**config.mk**
```make
export PLATFORM = sky130hd
export DESIGN_NAME = instrumentation_trip_unit
export DESIGN_NICKNAME = d
export VERILOG_FILES = /design/src/rtl/instrumentation_trip_unit_pkg.sv /design/src/rtl/instrumentation_trip_unit_trip_channel.sv /design/src/rtl/instrumentation_trip_unit.sv
export SDC_FILE = /design/constraint.sdc
export NUM_CORES = 1
export LEC_CHECK = 0
export ABC_AREA = 1
export BUFFER_PORTS_ARGS = -buffer_cell sky130_fd_sc_hd__buf_2
export CORE_ASPECT_RATIO = 1.1
export CORE_UTILIZATION = 57
export DETAILED_ROUTE_END_ITERATION = 10
export HOLD_SLACK_MARGIN = 0.02
export PLACE_DENSITY = 0.81
export SYNTH_ARGS = -nofsm -noshare
export SYNTH_HDL_FRONTEND = slang
export SYNTH_SLANG_ARGS = --single-unit
export TNS_END_PERCENT = 10
```
**constraint.sdc**
```tcl
create_clock -name clk -period 2.44 [get_ports clk]
set_input_delay 0.732 -clock clk [delete_from_list [all_inputs] [get_ports clk]]
set_output_delay 0.732 -clock clk [all_outputs]
set_load 0.02 [all_outputs]
```
**src/rtl/instrumentation_trip_unit_pkg.sv**
```systemverilog
// rtl/instrumentation_trip_unit_pkg.sv - shared command/mode types, channel indices and defaults
package instrumentation_trip_unit_pkg;

  typedef enum logic [1:0] {
    OP_SET_SETPOINT = 2'd0,
    OP_SET_MODE     = 2'd1,
    OP_RESET_TRIP   = 2'd2,
    OP_RESERVED     = 2'd3
  } cmd_op_e;

  typedef enum logic [1:0] {
    MODE_OPERATE = 2'd0,
    MODE_BYPASS  = 2'd1,
    MODE_FORCE   = 2'd2,
    MODE_INVALID = 2'd3
  } mode_e;

  localparam logic [1:0] CH_TEMP    = 2'd0;
  localparam logic [1:0] CH_PRES    = 2'd1;
  localparam logic [1:0] CH_SAT     = 2'd2;
  localparam logic [1:0] CH_INVALID = 2'd3;

  localparam logic signed [31:0] DEF_SP_TEMP = 32'sd600;
  localparam logic signed [31:0] DEF_SP_PRES = 32'sd2000;
  localparam logic signed [31:0] DEF_SP_SAT  = 32'sd20;

  localparam logic [7:0] DEF_TRIP_CODE = 8'h01;

endpackage

```
**src/rtl/instrumentation_trip_unit_trip_channel.sv**
```systemverilog
// rtl/instrumentation_trip_unit_trip_channel.sv - one channel: setpoint compare, mode and sticky trip latch
module trip_channel
  import instrumentation_trip_unit_pkg::*;
#(
  parameter logic signed [31:0] DEFAULT_SP = 32'sd0,
  parameter bit                 TRIP_ABOVE = 1'b1,
  parameter logic [7:0]         TRIP_CODE  = DEF_TRIP_CODE
) (
  input  logic               clk,
  input  logic               rst,
  input  logic               compare_en,
  input  logic signed [31:0] sample,
  input  logic               set_sp,
  input  logic               set_mode,
  input  logic               reset_trip,
  input  logic signed [31:0] cmd_data,
  output logic [7:0]         trip_byte
);

  logic signed [31:0] sp_q;
  logic [1:0]         mode_q;
  logic               latch_q;
  logic               raw_q;
  logic               raw_now;
  logic               latch_next;

  // Raw compare (equality never trips) and the latch value the compare would leave behind
  always_comb begin
    raw_now    = TRIP_ABOVE ? (sample > sp_q) : (sample < sp_q);
    latch_next = latch_q;
    case (mode_q)
      MODE_OPERATE: latch_next = latch_q | raw_now;
      MODE_BYPASS:  latch_next = 1'b0;
      default:      latch_next = latch_q;
    endcase
  end

  // Configuration, latch and output byte; the byte only moves on a compare
  always_ff @(posedge clk) begin
    if (rst) begin
      sp_q      <= DEFAULT_SP;
      mode_q    <= MODE_OPERATE;
      latch_q   <= 1'b0;
      raw_q     <= 1'b0;
      trip_byte <= 8'h00;
    end else begin
      if (set_sp)   sp_q   <= cmd_data;
      if (set_mode) mode_q <= cmd_data[1:0];
      // A reset request is ignored while the last reading is still beyond the setpoint
      if (reset_trip && !raw_q) latch_q <= 1'b0;
      if (compare_en) begin
        raw_q   <= raw_now;
        latch_q <= latch_next;
        case (mode_q)
          MODE_OPERATE: trip_byte <= latch_next ? TRIP_CODE : 8'h00;
          MODE_FORCE:   trip_byte <= TRIP_CODE;
          default:      trip_byte <= 8'h00;
        endcase
      end
    end
  end

endmodule

```
**src/rtl/instrumentation_trip_unit.sv**
```systemverilog
// rtl/instrumentation_trip_unit.sv - two-stage sensor trip unit with command port and three trip channels
module instrumentation_trip_unit
  import instrumentation_trip_unit_pkg::*;
#(
  parameter logic [7:0] TRIP_CODE = DEF_TRIP_CODE
) (
  input  logic               clk,
  input  logic               rst,
  input  logic               sensor_valid,
  input  logic signed [31:0] temp_in,
  input  logic signed [31:0] pres_in,
  input  logic signed [31:0] sat_in,
  input  logic               cmd_valid,
  output logic               cmd_ready,
  input  logic [1:0]         cmd_op,
  input  logic [1:0]         cmd_ch,
  input  logic [31:0]        cmd_data,
  output logic [23:0]        trips,
  output logic               trips_valid,
  output logic               cmd_err
);

  logic               s1_valid;
  logic signed [31:0] s1_temp;
  logic signed [31:0] s1_pres;
  logic signed [31:0] s1_sat;
  logic               compare_en;
  logic               cmd_fire;
  logic               cmd_bad;
  logic               cmd_ok;
  logic [2:0]         ch_hit;
  logic [2:0]         set_sp;
  logic [2:0]         set_mode;
  logic [2:0]         reset_trip;
  logic [7:0]         byte_temp;
  logic [7:0]         byte_pres;
  logic [7:0]         byte_sat;

  // Commands are held off while a sample waits for its compare, so the compare sees stable settings
  assign cmd_ready = ~s1_valid;
  // A new strobe on top of a held sample replaces it, so that cycle performs no compare
  assign compare_en = s1_valid & ~sensor_valid;

  // Command decode: invalid channel, reserved op or mode 3 are accepted but change nothing
  always_comb begin
    cmd_fire   = cmd_valid & cmd_ready;
    cmd_bad    = (cmd_ch == CH_INVALID) || (cmd_op == OP_RESERVED) ||
                 ((cmd_op == OP_SET_MODE) && (cmd_data[1:0] == MODE_INVALID));
    cmd_ok     = cmd_fire & ~cmd_bad;
    ch_hit     = {cmd_ch == CH_SAT, cmd_ch == CH_PRES, cmd_ch == CH_TEMP};
    set_sp     = (cmd_ok && cmd_op == OP_SET_SETPOINT) ? ch_hit : 3'b000;
    set_mode   = (cmd_ok && cmd_op == OP_SET_MODE)     ? ch_hit : 3'b000;
    reset_trip = (cmd_ok && cmd_op == OP_RESET_TRIP)   ? ch_hit : 3'b000;
  end

  // Stage 1 capture plus the output strobes
  always_ff @(posedge clk) begin
    if (rst) begin
      s1_valid    <= 1'b0;
      s1_temp     <= '0;
      s1_pres     <= '0;
      s1_sat      <= '0;
      trips_valid <= 1'b0;
      cmd_err     <= 1'b0;
    end else begin
      s1_valid    <= sensor_valid;
      if (sensor_valid) begin
        s1_temp <= temp_in;
        s1_pres <= pres_in;
        s1_sat  <= sat_in;
      end
      trips_valid <= compare_en;
      cmd_err     <= cmd_fire & cmd_bad;
    end
  end

  trip_channel #(.DEFAULT_SP(DEF_SP_TEMP), .TRIP_ABOVE(1'b1), .TRIP_CODE(TRIP_CODE)) u_temp (
    .clk        (clk),
    .rst        (rst),
    .compare_en (compare_en),
    .sample     (s1_temp),
    .set_sp     (set_sp[0]),
    .set_mode   (set_mode[0]),
    .reset_trip (reset_trip[0]),
    .cmd_data   (cmd_data),
    .trip_byte  (byte_temp)
  );

  trip_channel #(.DEFAULT_SP(DEF_SP_PRES), .TRIP_ABOVE(1'b1), .TRIP_CODE(TRIP_CODE)) u_pres (
    .clk        (clk),
    .rst        (rst),
    .compare_en (compare_en),
    .sample     (s1_pres),
    .set_sp     (set_sp[1]),
    .set_mode   (set_mode[1]),
    .reset_trip (reset_trip[1]),
    .cmd_data   (cmd_data),
    .trip_byte  (byte_pres)
  );

  trip_channel #(.DEFAULT_SP(DEF_SP_SAT), .TRIP_ABOVE(1'b0), .TRIP_CODE(TRIP_CODE)) u_sat (
    .clk        (clk),
    .rst        (rst),
    .compare_en (compare_en),
    .sample     (s1_sat),
    .set_sp     (set_sp[2]),
    .set_mode   (set_mode[2]),
    .reset_trip (reset_trip[2]),
    .cmd_data   (cmd_data),
    .trip_byte  (byte_sat)
  );

  assign trips = {byte_temp, byte_pres, byte_sat};

endmodule
```
* After elaboration in Yosys (flattened, before gate mapping) *
Index checks and enable logic that the tools add are counted.

word-level totals
  register bits = 231
  input bits = 136
  output and inout bits = 27
  logic and storage cells = 85

operators by class
  $lt $le $gt $ge = 3
  equality and inequality tests = 13
  muxes and demuxes = 18
  bitwise operators = 10
  reduce and logical (&&, ||, !) cells = 20

operators with widths
  operator                                             number
  > comparator 32 bit                                  2
  one-hot mux 8 bit (2 select lines)                   3
  less-than comparator 32 bit                          1
  equality test 2 bit, second input constant           8
  equality test 2 x 1 -> 1 bit, second input constant  5
  zero test 2 bit                                      5
  2-to-1 mux 1 bit                                     9
  2-to-1 mux 3 bit                                     3
  logical AND 1 bit                                    7
  one-hot mux 1 bit (2 select lines)                   3
  nonzero test 2 bit                                   3
  bitwise AND 1 bit                                    4
  zero test 1 bit                                      3
  inverter 1 bit                                       3
  OR 1 bit                                             3
  logical OR 1 bit                                     2

* Logic depth before layout (Yosys ltp) *
Gate-level depths: netlist of run 1.

  depth after elaboration = 10
  gate-level depth with buffers = 18
  depth with buffers taken out = 18

* Modules after synthesis *
Synthesis of run 1 repeated with hierarchy kept, for this count alone.

unflattened totals
  cells, all modules = 1315
  area, all modules = 10000.8 sq um

modules (own cells, without submodules)
  module                     times used  cells an instance  area an instance (sq um)  seq. area each (sq um)
  instrumentation_trip_unit  1           455                3514.6                    1981.9
  trip_channel at u_pres     1           291                2192.1                    740.7
  trip_channel at u_temp     1           290                2177.1                    740.7
  trip_channel at u_sat      1           279                2117.0                    740.7

* Worst setup path before layout of run 1 *
Ideal clock, no wire load.

  kind = input port to flip-flop
  from = input port cmd_data[1]
  to = register u_pres.sp_q[27]
  library setup time = 128 ps
  arrival time = 1891 ps
  required time = 2312 ps
  setup slack = 421 ps
  cell stages on the path = 11
  buffers on the path = 1
  path through = nand2_1 -> inv_1 -> o21ai_1 -> o21ai_1 -> nor3_2 -> inv_2 -> nor3_2 -> nand2_1 -> clkbuf_1 -> o21ai_0 -> a21oi_1

between the ends
  word-level cells in the longest chain between the ends = 7

RTL lines
  what                  RTL line                                      text
  from (decl)           instrumentation_trip_unit.sv:17               input logic [31:0] cmd_data,
  equality test 2 bit   instrumentation_trip_unit.sv:48               ((cmd_op == OP_SET_MODE) && (cmd_data[1:0] == MODE_INVALID));
  logical AND 1 bit     instrumentation_trip_unit.sv:48
  logical OR 1 bit      instrumentation_trip_unit.sv:47               cmd_bad = (cmd_ch == CH_INVALID) || (cmd_op == OP_RESERVED) ||
  inverter 1 bit        instrumentation_trip_unit.sv:49               cmd_ok = cmd_fire & ~cmd_bad;
  bitwise AND 1 bit     instrumentation_trip_unit.sv:49
  logical AND 1 bit     instrumentation_trip_unit.sv:51               set_sp = (cmd_ok && cmd_op == OP_SET_SETPOINT) ? ch_hit : 3'b000;
  2-to-1 mux 3 bit      instrumentation_trip_unit.sv:51
  to (signal assigned)  instrumentation_trip_unit_trip_channel.sv:47  if (set_sp) sp_q <= cmd_data;
  to (decl)             instrumentation_trip_unit_trip_channel.sv:20  logic signed [31:0] sp_q;

No other way between the ends.
A chain may end at the register's enable or synchronous reset.

* Worst setup path after layout of run 1 *
  from = register u_pres.sp_q[31]
  to = register u_pres.latch_q

between the ends
  word-level cells in the longest chain between the ends = 4

RTL lines
  what                                RTL line                                      text
  > comparator 32 bit                 instrumentation_trip_unit_trip_channel.sv:29  raw_now = TRIP_ABOVE ? (sample > sp_q) : (sample < sp_q);
  OR 1 bit                            instrumentation_trip_unit_trip_channel.sv:32  MODE_OPERATE: latch_next = latch_q | raw_now;
  one-hot mux 1 bit (2 select lines)  instrumentation_trip_unit_trip_channel.sv:31  case (mode_q)
  2-to-1 mux 1 bit                    instrumentation_trip_unit_trip_channel.sv:51  if (compare_en) begin
  to (signal assigned)                instrumentation_trip_unit_trip_channel.sv:53  latch_q <= latch_next;
  to (decl)                           instrumentation_trip_unit_trip_channel.sv:22  logic latch_q;

No other way between the ends.

==> run_summary.xml, run 1 <==
<?xml version="1.0" encoding="UTF-8"?>
<metrics>
  <group name="global_routing">
    <metric name="grt.total_usage" unit="">0.278</metric>
    <metric name="grt_pass1_vias" unit="">8071</metric>
    <metric name="total_overflow_reported_by_the_global_router" unit="">0</metric>
    <metric name="grt_start_max_net_pins" unit="">92</metric>
    <metric name="grt_antenna_before_repair" unit="">0</metric>
    <metric name="grt_pass1_wl" unit="mm">39.3</metric>
  </group>
  <group name="routing">
    <metric name="avgRoutedWirePerCell" unit="microns">14.5</metric>
    <metric name="route.final.wire_length" unit="mm">24.1</metric>
    <metric name="detail_route.first_pass.iterations" unit="">5</metric>
    <metric name="antenna_left" unit="">0</metric>
    <metric name="vias_per_cell" unit="">5.24</metric>
    <metric name="drc_errors" unit="">0</metric>
    <metric name="vias" unit="">8734</metric>
    <metric name="drt_first_iter_violations" unit="">595</metric>
  </group>
  <group name="timing">
    <metric name="setup_total_negative_slack" unit="ns">0</metric>
    <metric name="timing_max_transition_violations_final" unit="">0</metric>
    <metric name="clock.fmax" unit="GHz">0.464</metric>
    <metric name="finalSetupViolations" unit="">0</metric>
    <metric name="timing.clock.skew" unit="ns">0.00698</metric>
    <metric name="worst_rel_slew_slack" unit="">0.626</metric>
    <metric name="finalCritPeriodShare" unit="">0.884</metric>
    <metric name="hold_viol" unit="">0</metric>
    <metric name="timing.final.crit_period" unit="ns">2.16</metric>
    <metric name="timing_worst_slew_pin_value" unit="ns">0.560</metric>
    <metric name="worst_slack" unit="ns">0.284</metric>
    <metric name="setup_repair_after_global_routing_missed_its_margin" unit="">false</metric>
    <metric name="holdWs" unit="ns">0.452</metric>
  </group>
  <group name="synthesis">
    <metric name="sequential_cell_area_fraction_in_the_yosys_report" unit="">0.428</metric>
    <metric name="yosysTopAreaCellShare" unit="">0.428</metric>
    <metric name="post-synth-top-area-cell" unit="">sky130_fd_sc_hd__dfxtp_1</metric>
    <metric name="count_of_mapped_cells_out_of_synthesis" unit="">1309</metric>
    <metric name="post_synth_num_cell_types" unit="">22</metric>
    <metric name="syn-mean-instance-area" unit="sq um">7.50</metric>
    <metric name="synth_warnings" unit="">0</metric>
    <metric name="netlist_top_cells_area" unit="">sky130_fd_sc_hd__dfxtp_1, sky130_fd_sc_hd__ha_1, sky130_fd_sc_hd__nor2_1</metric>
    <metric name="synth.ff_latch_count" unit="">210</metric>
    <metric name="syn_area" unit="sq um">9820</metric>
  </group>
  <group name="die">
    <metric name="start_util" unit="">0.591</metric>
    <metric name="core-area" unit="sq um">16600</metric>
    <metric name="ios" unit="">163</metric>
    <metric name="die_width" unit="microns">127</metric>
    <metric name="rows" unit="">49</metric>
    <metric name="die_area" unit="sq um">17800</metric>
    <metric name="die_y_extent" unit="microns">140</metric>
  </group>
  <group name="job">
    <metric name="cap_violations" unit="">0</metric>
  </group>
  <group name="setup_path">
    <metric name="critPathLaunchType" unit="">flip-flop</metric>
    <metric name="crit_start" unit="">u_pres.sp_q[31]</metric>
    <metric name="setup.worst_path.end" unit="">u_pres.latch_q</metric>
    <metric name="path_class" unit="">flip-flop to flip-flop</metric>
    <metric name="ff2ff_path_depth" unit="">12</metric>
    <metric name="timing.critical_path.required" unit="ns">2.87</metric>
    <metric name="ff2ff_setup_slack" unit="ns">0.28</metric>
    <metric name="setup.worst_path.end_class" unit="">flip-flop</metric>
    <metric name="worst-endpoint-arrival" unit="ns">2.59</metric>
    <metric name="worst_r2r_startpoint" unit="">u_pres.sp_q[31]</metric>
    <metric name="crit-reg2reg-capture" unit="">u_pres.latch_q</metric>
    <metric name="worstPathMaxFanout" unit="">4</metric>
  </group>
  <group name="clock_tree">
    <metric name="cts_post_setup_buffers_inserted" unit="">0</metric>
    <metric name="worstSkewPairLatency" unit="ns">0.50</metric>
    <metric name="tritoncts" unit="">yes</metric>
    <metric name="cts_root_buffer" unit="">sky130_fd_sc_hd__clkbuf_16</metric>
    <metric name="cts_buffers" unit="">22</metric>
    <metric name="path_clk_slew" unit="ns">0.06</metric>
    <metric name="cts.sink_count" unit="">210</metric>
    <metric name="ctsHoldBuffers" unit="">0</metric>
    <metric name="cts.path.max_buffers" unit="">3</metric>
    <metric name="htree_levels" unit="">1</metric>
  </group>
  <group name="cells_and_area">
    <metric name="antenna_cells_inserted" unit="">0</metric>
    <metric name="finish.instance_area" unit="sq um">11600</metric>
    <metric name="num-nets-final" unit="">1654</metric>
    <metric name="layout_commonest_cell" unit="">sky130_fd_sc_hd__nor2_1</metric>
    <metric name="areaGrowthSynthToFinish" unit="%">17.7</metric>
    <metric name="post_route_cells_drive_above_1_share" unit="">0.140</metric>
    <metric name="final_cells" unit="">1667</metric>
    <metric name="fin_util" unit="">0.696</metric>
    <metric name="mostFrequentLayoutCells" unit="">sky130_fd_sc_hd__nor2_1, sky130_fd_sc_hd__dfxtp_1, sky130_fd_sc_hd__o21ai_0</metric>
  </group>
  <group name="worst_hold_path">
    <metric name="worstHoldPathType" unit="">input pin to flip-flop</metric>
  </group>
  <group name="power_and_ir_drop">
    <metric name="power.ir.vdd_worst" unit="mV">0.478</metric>
    <metric name="total_leakage_power" unit="nW">5.32</metric>
    <metric name="powerDensity" unit="nW/um^2">736</metric>
    <metric name="power.total" unit="mW">8.51</metric>
  </group>
  <group name="placement">
    <metric name="port_buf_inserts" unit="">141</metric>
    <metric name="dp_worst_setup_slack" unit="ns">0.0833</metric>
    <metric name="routabilityCongestion" unit="">0.879</metric>
    <metric name="place_area" unit="sq um">10700</metric>
    <metric name="detailed_place_hpwl" unit="mm">17.5</metric>
    <metric name="post-place-cells" unit="">1628</metric>
  </group>
  <group name="run_status">
    <metric name="outcome" unit="">finished, final reports clean</metric>
  </group>
</metrics>
## area by class of cell
type	instances	area (sq um)
Inverter	143	539
Sequential cell	210	4200
Tap cell	229	287
Timing Repair Buffer	154	916
Clock buffer	30	662
Multi-Input combinational cell	892	4760
Fill cell	1375	5050
Clock inverter	9	195
## flip-flops by register name, indices dropped and copies added, names as in the netlist, 2 cells and up
signal,cells
u_temp.mode_q,2
u_pres.mode_q,2
u_temp.sp_q,32
u_sat.mode_q,2
s1_sat,32
u_sat.sp_q,32
u_pres.sp_q,32
s1_temp,32
s1_pres,32
## critical path, stage by stage, from the launching register on
cell                      delay [ns]
sky130_fd_sc_hd__dfxtp_1        0.31
sky130_fd_sc_hd__inv_1          0.06
sky130_fd_sc_hd__ha_1           0.36
sky130_fd_sc_hd__nand2_1        0.09
sky130_fd_sc_hd__nor2_1         0.15
sky130_fd_sc_hd__nand2_1        0.10
sky130_fd_sc_hd__nor4_2         0.24
sky130_fd_sc_hd__nand2_1        0.12
sky130_fd_sc_hd__nand3_1        0.08
sky130_fd_sc_hd__nand3_1        0.25
sky130_fd_sc_hd__nand2_1        0.13
sky130_fd_sc_hd__nand3_1        0.07
sky130_fd_sc_hd__a21oi_1        0.12
## per-layer routing
layer | share of wire | global-route usage | wire [microns] | vias to the layer above
met5 | 0 | 0 | 0 | -
met4 | 0.039 | 0.118 | 933 | 0
met3 | 0.068 | 0.0415 | 1640 | 59
met2 | 0.47 | 0.472 | 11400 | 292
met1 | 0.42 | 0.350 | 10100 | 3911
li1 | - | - | - | 4472
## timing repair
action	in CTS	in global routing
setup endpoints to repair	0	2
resized for setup	0	1
endpoints found under the hold margin	0	0
## cells in the mapped netlist
library cell and number:
sky130_fd_sc_hd__nor2_1 235, sky130_fd_sc_hd__dfxtp_1 210, sky130_fd_sc_hd__o21ai_0 176, sky130_fd_sc_hd__a21oi_1 146, sky130_fd_sc_hd__inv_1 139, sky130_fd_sc_hd__nand2_1 138, sky130_fd_sc_hd__ha_1 95, sky130_fd_sc_hd__clkbuf_1 57
sky130_fd_sc_hd__o21ai_1 24, sky130_fd_sc_hd__nand3_1 22, sky130_fd_sc_hd__buf_4 21, sky130_fd_sc_hd__o211ai_1 12, sky130_fd_sc_hd__nand4_1 9, sky130_fd_sc_hd__buf_2 6, sky130_fd_sc_hd__o21a_1 5, sky130_fd_sc_hd__inv_2 4
sky130_fd_sc_hd__nor3_1 3, sky130_fd_sc_hd__a31oi_1 2, sky130_fd_sc_hd__nor3_2 2, sky130_fd_sc_hd__a21o_1 1, sky130_fd_sc_hd__conb_1 1, sky130_fd_sc_hd__nor4_1 1
## worst min-delay path by stage
stage	from	cells past startpoint	slack (ns)	endpoint
finish	sat_in[11]	3	0.45	s1_sat[11]
floorplan	u_pres.sp_q[20]	2	0.43	u_pres.sp_q[20]
detailed placement	u_sat.sp_q[31]	2	0.45	u_sat.sp_q[31]
global route	temp_in[4]	3	0.45	s1_temp[4]
global placement	u_temp.sp_q[5]	2	0.44	u_temp.sp_q[5]
CTS	sat_in[7]	3	0.45	s1_sat[7]
## power breakdown
group,internal [mW],switching (mW)
Sequential,3.57,0.0788
Clock,2.53,1.36
Combinational,0.380,0.598
## cells by family (layout without fill, tap and decap cells)
logic type,Yosys count,after routing,share of synthesized area
AOI/OAI and AO/OA,366,366,0.191
adders and majority gates,95,95,0.121
buffers and inverters,227,336,0.0955
DFF,210,210,0.428
other,1,21,0.000382
and+or+nand+nor,410,410,0.164
No activity file was read; power rests on OpenSTA's default activity.
==> run 2, diff against run 1 <==
PLACE_DENSITY = 0.8   (was 0.81)
SYNTH_HIERARCHICAL = 1   (was default)
==> run_summary.xml, run 2 <==
<?xml version="1.0" encoding="UTF-8"?>
<metrics>
  <group name="cells_and_area">
    <metric name="final.fill_count" unit="">1421</metric>
    <metric name="multiInputGateArea" unit="sq um">4840</metric>
    <metric name="antenna_cells_inserted" unit="">0</metric>
    <metric name="layout_commonest_cell" unit="">sky130_fd_sc_hd__nor2_1</metric>
    <metric name="areaGrowthSynthToFinish" unit="%">15.5</metric>
    <metric name="mostFrequentLayoutCells" unit="">sky130_fd_sc_hd__nor2_1, sky130_fd_sc_hd__dfxtp_1, sky130_fd_sc_hd__o21ai_0</metric>
    <metric name="num-nets-final" unit="">1667</metric>
    <metric name="regArea" unit="sq um">4200</metric>
    <metric name="finish.instance_area" unit="sq um">11600</metric>
    <metric name="post_route_cells_drive_above_1_share" unit="">0.157</metric>
    <metric name="final_cells" unit="">1686</metric>
  </group>
  <group name="synthesis">
    <metric name="ys_dominant_reg_cell" unit="">sky130_fd_sc_hd__dfxtp_1</metric>
    <metric name="synth_warnings" unit="">6</metric>
    <metric name="synth.ff_latch_count" unit="">210</metric>
    <metric name="netlist_top_cells_area" unit="">sky130_fd_sc_hd__dfxtp_1, sky130_fd_sc_hd__ha_1, sky130_fd_sc_hd__o21ai_0</metric>
    <metric name="count_of_mapped_cells_out_of_synthesis" unit="">1315</metric>
    <metric name="synthArstFlopShare" unit="">0</metric>
    <metric name="synthMostInstantiatedCell" unit="">sky130_fd_sc_hd__nor2_1</metric>
    <metric name="yosysTopAreaCellShare" unit="">0.420</metric>
    <metric name="post_synth_num_cell_types" unit="">32</metric>
    <metric name="yosys-top-cells-count" unit="">sky130_fd_sc_hd__nor2_1, sky130_fd_sc_hd__dfxtp_1, sky130_fd_sc_hd__o21ai_0</metric>
    <metric name="sequential_cell_area_fraction_in_the_yosys_report" unit="">0.420</metric>
    <metric name="synth-edff-count" unit="">0</metric>
    <metric name="syn_area" unit="sq um">10000</metric>
    <metric name="post-synth-top-area-cell" unit="">sky130_fd_sc_hd__dfxtp_1</metric>
    <metric name="syn-mean-instance-area" unit="sq um">7.61</metric>
  </group>
  <group name="timing">
    <metric name="timing.final.crit_period" unit="ns">1.90</metric>
    <metric name="finalSetupViolations" unit="">0</metric>
    <metric name="timing_worst_slew_pin_value" unit="ns">0.786</metric>
    <metric name="timing_max_transition_violations_final" unit="">0</metric>
    <metric name="hold_viol" unit="">0</metric>
    <metric name="finalCritPeriodShare" unit="">0.778</metric>
    <metric name="timing.clock.skew" unit="ns">0.00892</metric>
    <metric name="setup_total_negative_slack" unit="ns">0</metric>
    <metric name="holdWs" unit="ns">0.455</metric>
    <metric name="clock.fmax" unit="GHz">0.526</metric>
    <metric name="setup_repair_after_global_routing_missed_its_margin" unit="">false</metric>
    <metric name="worst_rel_slew_slack" unit="">0.475</metric>
  </group>
  <group name="global_routing">
    <metric name="grt_antenna_before_repair" unit="">0</metric>
    <metric name="grt_pass1_vias" unit="">8073</metric>
    <metric name="grt.total_usage" unit="">0.278</metric>
    <metric name="grt_start_max_net_pins" unit="">98</metric>
    <metric name="grt_pass1_wl" unit="mm">39.3</metric>
    <metric name="total_overflow_reported_by_the_global_router" unit="">0</metric>
  </group>
  <group name="routing">
    <metric name="drt_first_iter_violations" unit="">527</metric>
    <metric name="vias_per_cell" unit="">5.26</metric>
    <metric name="wirelength_met1" unit="mm">10.8</metric>
    <metric name="routed.top_layer" unit="">met4</metric>
    <metric name="route.final.wire_length" unit="mm">25.3</metric>
    <metric name="detail_route.first_pass.iterations" unit="">5</metric>
    <metric name="met2_length" unit="mm">11.5</metric>
    <metric name="routed-wl-met3" unit="mm">1.82</metric>
    <metric name="avgRoutedWirePerCell" unit="microns">15.0</metric>
    <metric name="drc_errors" unit="">0</metric>
    <metric name="antenna_left" unit="">0</metric>
    <metric name="vias" unit="">8862</metric>
  </group>
  <group name="setup_path">
    <metric name="crit_path_max_incr_delay" unit="ns">0.33</metric>
    <metric name="worstPathMaxFanout" unit="">3</metric>
    <metric name="critical_path.slowest_cell" unit="">sky130_fd_sc_hd__dfxtp_1</metric>
    <metric name="path_class" unit="">flip-flop to primary output</metric>
    <metric name="timing.critical_path.required" unit="ns">1.71</metric>
    <metric name="worst-endpoint-arrival" unit="ns">1.17</metric>
    <metric name="crit_chain" unit="">inv_1 &gt; buf_2</metric>
    <metric name="critPathLaunchType" unit="">flip-flop</metric>
    <metric name="setup.worst_path.end_class" unit="">primary output</metric>
  </group>
  <group name="clock_tree">
    <metric name="tritoncts" unit="">yes</metric>
    <metric name="worstSkewPairLatency" unit="ns">0.50</metric>
    <metric name="cts_buffers" unit="">22</metric>
    <metric name="path_clk_slew" unit="ns">0.06</metric>
    <metric name="ctsHoldBuffers" unit="">0</metric>
    <metric name="cts.path.max_buffers" unit="">3</metric>
    <metric name="cts.sink_count" unit="">210</metric>
    <metric name="post_cts.resized_instances" unit="">0</metric>
    <metric name="cts_root_buffer" unit="">sky130_fd_sc_hd__clkbuf_16</metric>
    <metric name="cts_post_setup_buffers_inserted" unit="">0</metric>
    <metric name="htree_levels" unit="">1</metric>
  </group>
  <group name="placement">
    <metric name="detailed_place_hpwl" unit="mm">18.0</metric>
    <metric name="place_area" unit="sq um">10800</metric>
    <metric name="port_buf_inserts" unit="">141</metric>
    <metric name="post-place-cells" unit="">1646</metric>
    <metric name="routabilityCongestion" unit="">0.924</metric>
  </group>
  <group name="power_and_ir_drop">
    <metric name="power.ir.vdd_worst" unit="mV">0.480</metric>
    <metric name="powerDensity" unit="nW/um^2">702</metric>
    <metric name="power.total" unit="mW">8.11</metric>
    <metric name="total_leakage_power" unit="nW">5.33</metric>
  </group>
  <group name="die">
    <metric name="die_area" unit="sq um">18100</metric>
    <metric name="die_width" unit="microns">128</metric>
    <metric name="ios" unit="">163</metric>
    <metric name="die_y_extent" unit="microns">141</metric>
    <metric name="start_util" unit="">0.586</metric>
    <metric name="rows" unit="">50</metric>
    <metric name="core-area" unit="sq um">17100</metric>
  </group>
  <group name="run_status">
    <metric name="outcome" unit="">finished, final reports clean</metric>
  </group>
  <group name="worst_hold_path">
    <metric name="worstHoldPathType" unit="">input pin to flip-flop</metric>
  </group>
  <group name="job">
    <metric name="cap_violations" unit="">0</metric>
  </group>
</metrics>
==> run 2: cell types whose count changed after synthesis, sizes merged, moves of 6 or more <==
cell / previous run / this run
a21oi: 146 / 152
inv: 143 / 151
nand2: 138 / 124
nand3: 22 / 13
o211ai: 12 / 5
clkbuf: 57 / 42
o21ai: 200 / 208
buf: 27 / 38
nor2: 235 / 247
==> run 2: critical path: cells and delay by family, from the launching register on <==
kind,cells,cell delay [ns]
buffers and inverters,2,0.34
DFF,1,0.33
==> run 2: logic make-up (layout without fill, tap and decap cells) <==
logic type	after synthesis	in the layout	share of synthesized area
AND/OR/NAND/NOR	401	401	0.164
AO/OA/AOI/OAI	372	372	0.193
buffers and inverters	234	353	0.103
flip-flops	210	210	0.420
adder cells (fa/ha/maj)	95	95	0.119
other	3	21	0.00113
==> run 2: path summary, 6_finish.rpt <==
path	start	to	slack, ns	depth (start not counted)
setup / recovery	s1_valid	cmd_ready	0.54	2
hold / removal	sat_in[21]	s1_sat[21]	0.46	3
setup reg to reg	s1_sat[31]	u_sat/trip_byte[0]	0.56	9
hold reg to reg	u_pres/sp_q[15]	u_pres/sp_q[15]	0.46	2
==> run 2: final cells by class <==
cell class / count / area share
Multi-Input combinational cell: 889 / 0.419
Clock buffer: 34 / 0.0586
Clock inverter: 6 / 0.00693
Timing Repair Buffer: 159 / 0.0760
Sequential cell: 210 / 0.364
Tap cell: 234 / 0.0253
Inverter: 154 / 0.0504
==> run 2: power breakdown <==
group	switching, mW	leakage (nW)	internal, mW	total (mW)
logic	0.623	3.24	0.385	1.01
registers	0.0789	1.72	3.57	3.65
clock network	1.33	0.376	2.12	3.45
total	2.03	5.33	6.07	8.11
==> run 2: stage by stage <==
step,setup slack [ns],utilization
after floorplan,0.398,-
after global placement,0.325,0.632
after detailed placement,0.240,0.632
after CTS,0.545,0.676
after global routing,0.425,0.676
final,0.541,0.676
==> run 2: per-layer routing <==
metal | GRT usage | vias to the layer above
met4 | 0.129 | 0
met5 | 0 | -
met3 | 0.0433 | 67
li1 | - | 4489
met1 | 0.350 | 4004
met2 | 0.465 | 302
==> run 3, diff against run 2 <==
clock period = 1.8 ns   (was 2.44 ns; I/O delays follow)
==> run_summary.xml, run 3 (same netlist as run 2, synthesis figures left out) <==
<?xml version="1.0" encoding="UTF-8"?>
<metrics>
  <group name="die">
    <metric name="die_area" unit="sq um">18100</metric>
    <metric name="die_width" unit="microns">128</metric>
    <metric name="die_y_extent" unit="microns">141</metric>
    <metric name="ios" unit="">163</metric>
    <metric name="core-area" unit="sq um">17100</metric>
    <metric name="rows" unit="">50</metric>
    <metric name="start_util" unit="">0.586</metric>
  </group>
  <group name="global_routing">
    <metric name="grt_pass1_wl" unit="mm">40.6</metric>
    <metric name="grt_pass1_vias" unit="">8565</metric>
    <metric name="total_overflow_reported_by_the_global_router" unit="">0</metric>
    <metric name="grt.total_usage" unit="">0.285</metric>
    <metric name="grt_antenna_before_repair" unit="">0</metric>
    <metric name="grt_start_max_net_pins" unit="">56</metric>
  </group>
  <group name="cells_and_area">
    <metric name="antenna_cells_inserted" unit="">0</metric>
    <metric name="areaGrowthSynthToFinish" unit="%">22.0</metric>
    <metric name="final_cells" unit="">1709</metric>
    <metric name="mostFrequentLayoutCells" unit="">sky130_fd_sc_hd__nor2_1, sky130_fd_sc_hd__dfxtp_1, sky130_fd_sc_hd__o21ai_0</metric>
    <metric name="finish.instance_area" unit="sq um">12200</metric>
    <metric name="num-nets-final" unit="">1695</metric>
    <metric name="post_route_cells_drive_above_1_share" unit="">0.235</metric>
    <metric name="layout_commonest_cell" unit="">sky130_fd_sc_hd__nor2_1</metric>
  </group>
  <group name="placement">
    <metric name="post-place-cells" unit="">1672</metric>
    <metric name="routabilityCongestion" unit="">0.947</metric>
    <metric name="place_area" unit="sq um">11000</metric>
    <metric name="dp_worst_setup_slack" unit="ns">-0.137</metric>
    <metric name="detailed_place_hpwl" unit="mm">18.7</metric>
    <metric name="port_buf_inserts" unit="">141</metric>
  </group>
  <group name="timing">
    <metric name="hold_viol" unit="">0</metric>
    <metric name="worst_slack" unit="ns">-0.0890</metric>
    <metric name="clock.fmax" unit="GHz">0.529</metric>
    <metric name="setup_repair_after_global_routing_missed_its_margin" unit="">true</metric>
    <metric name="timing_max_transition_violations_final" unit="">0</metric>
    <metric name="finalCritPeriodShare" unit="">1.05</metric>
    <metric name="timing.final.crit_period" unit="ns">1.89</metric>
    <metric name="timing.clock.skew" unit="ns">0.00803</metric>
    <metric name="finalSetupViolations" unit="">1</metric>
  </group>
  <group name="clock_tree">
    <metric name="worstSkewPairLatency" unit="ns">0.50</metric>
    <metric name="ctsHoldBuffers" unit="">0</metric>
    <metric name="path_clk_slew" unit="ns">0.06</metric>
    <metric name="htree_levels" unit="">1</metric>
    <metric name="tritoncts" unit="">yes</metric>
    <metric name="cts_buffers" unit="">22</metric>
    <metric name="cts_root_buffer" unit="">sky130_fd_sc_hd__clkbuf_16</metric>
    <metric name="cts.path.max_buffers" unit="">3</metric>
    <metric name="cts.sink_count" unit="">210</metric>
  </group>
  <group name="routing">
    <metric name="vias" unit="">9189</metric>
    <metric name="route.final.wire_length" unit="mm">27.1</metric>
    <metric name="antenna_left" unit="">0</metric>
    <metric name="drt_first_iter_violations" unit="">807</metric>
    <metric name="avgRoutedWirePerCell" unit="microns">15.8</metric>
    <metric name="detail_route.first_pass.iterations" unit="">7</metric>
    <metric name="vias_per_cell" unit="">5.38</metric>
    <metric name="drc_errors" unit="">0</metric>
  </group>
  <group name="power_and_ir_drop">
    <metric name="powerDensity" unit="nW/um^2">885</metric>
    <metric name="power.total" unit="mW">10.8</metric>
    <metric name="total_leakage_power" unit="nW">5.45</metric>
    <metric name="power.ir.vdd_worst" unit="mV">0.673</metric>
  </group>
  <group name="job">
    <metric name="cap_violations" unit="">0</metric>
  </group>
  <group name="run_status">
    <metric name="violations" unit="">setup timing</metric>
    <metric name="outcome" unit="">finished, violations left</metric>
  </group>
  <group name="setup_path">
    <metric name="worstPathMaxFanout" unit="">2</metric>
    <metric name="setup.worst_path.end_class" unit="">flip-flop</metric>
    <metric name="critPathLaunchType" unit="">flip-flop</metric>
    <metric name="worst-endpoint-arrival" unit="ns">2.33</metric>
    <metric name="path_class" unit="">flip-flop to flip-flop</metric>
    <metric name="timing.critical_path.required" unit="ns">2.24</metric>
  </group>
  <group name="worst_hold_path">
    <metric name="worstHoldPathType" unit="">input pin to flip-flop</metric>
  </group>
</metrics>
## run 3: changes by cell type in the layout (fill, tap and decap cells not counted), moves of 7 or more
cell	before	now
sky130_fd_sc_hd__ha_1	95	65
sky130_fd_sc_hd__ha_4	0	30
sky130_fd_sc_hd__buf_4	15	42
sky130_fd_sc_hd__dfxtp_1	210	193
sky130_fd_sc_hd__dfxtp_2	0	17
sky130_fd_sc_hd__a21oi_1	144	128
sky130_fd_sc_hd__a21oi_2	7	22
sky130_fd_sc_hd__inv_1	144	129
sky130_fd_sc_hd__inv_2	6	19
sky130_fd_sc_hd__nand2_1	119	108
sky130_fd_sc_hd__nand2_2	5	16
sky130_fd_sc_hd__nor2_1	243	236
sky130_fd_sc_hd__nor2_2	2	9
## run 3: power by group
| group | internal, mW | switching (mW) |
|---|---|---|
| logic | 0.635 | 0.929 |
| clock network | 2.48 | 1.77 |
| registers | 4.84 | 0.133 |
| total | 7.96 | 2.84 |
## run 3: worst paths after layout
path / startpoint / endpoint / slack (ns) / cells after the start
setup / recovery: u_temp/sp_q[1] / u_temp/latch_q / -0.09 / 17
hold / removal: temp_in[21] / s1_temp[21] / 0.26 / 3
setup reg to reg: u_temp/sp_q[1] / u_temp/latch_q / -0.09 / 17
hold reg to reg: u_temp/sp_q[13] / u_temp/sp_q[13] / 0.46 / 2
## run 3: metrics by stage
step                hold slack, ns  setup TNS (ns)  utilization
global route                 0.256          -0.484        0.714
finish                       0.257         -0.0890        0.714
global placement             0.447          -0.297        0.644
detailed placement           0.455           -2.13        0.644
floorplan                    0.433               0            -
CTS                          0.250         -0.0254        0.684
## run 3: repair_timing
action,in CTS,in global routing
setup endpoints to repair,3,9
pin swaps,0,31
buffers inserted,0,2
resized for setup,1,102
## run 3: critical path: stages, from the launching register on
cell and delay, ns:
sky130_fd_sc_hd__dfxtp_1 0.34, sky130_fd_sc_hd__inv_2 0.06, sky130_fd_sc_hd__ha_4 0.21, sky130_fd_sc_hd__nand2_1 0.07
sky130_fd_sc_hd__nand2_1 0.07, sky130_fd_sc_hd__nand2_2 0.06, sky130_fd_sc_hd__nand2_1 0.05, sky130_fd_sc_hd__nand2_1 0.07
sky130_fd_sc_hd__nand2_1 0.06, sky130_fd_sc_hd__nand2_1 0.07, sky130_fd_sc_hd__nand2_1 0.07, sky130_fd_sc_hd__nand2_2 0.08
sky130_fd_sc_hd__nand2_2 0.06, sky130_fd_sc_hd__nand2_2 0.09, sky130_fd_sc_hd__nand4_1 0.13, sky130_fd_sc_hd__nand2_1 0.10
sky130_fd_sc_hd__nand2_1 0.08, sky130_fd_sc_hd__a21oi_2 0.16
## run 3: final cells by class
| cell class | instances | area [sq um] |
|---|---|---|
| multi-input combinational | 889 | 5330 |
| tap | 234 | 293 |
| sequential | 210 | 4230 |
| timing repair buffer | 187 | 1100 |
| clock inverter | 1 | 5.00 |
| fill | 1318 | 4880 |
| inverter | 154 | 588 |
| clock buffer | 34 | 657 |
## run 3: routing by layer
layer,GRT usage,routed length [microns],part of all wire,vias up
met5,0,0,0,-
met4,0.148,1200,0.044,0
met3,0.0429,2060,0.076,80
met2,0.479,13000,0.48,353
met1,0.353,10800,0.40,4215
li1,-,-,-,4541
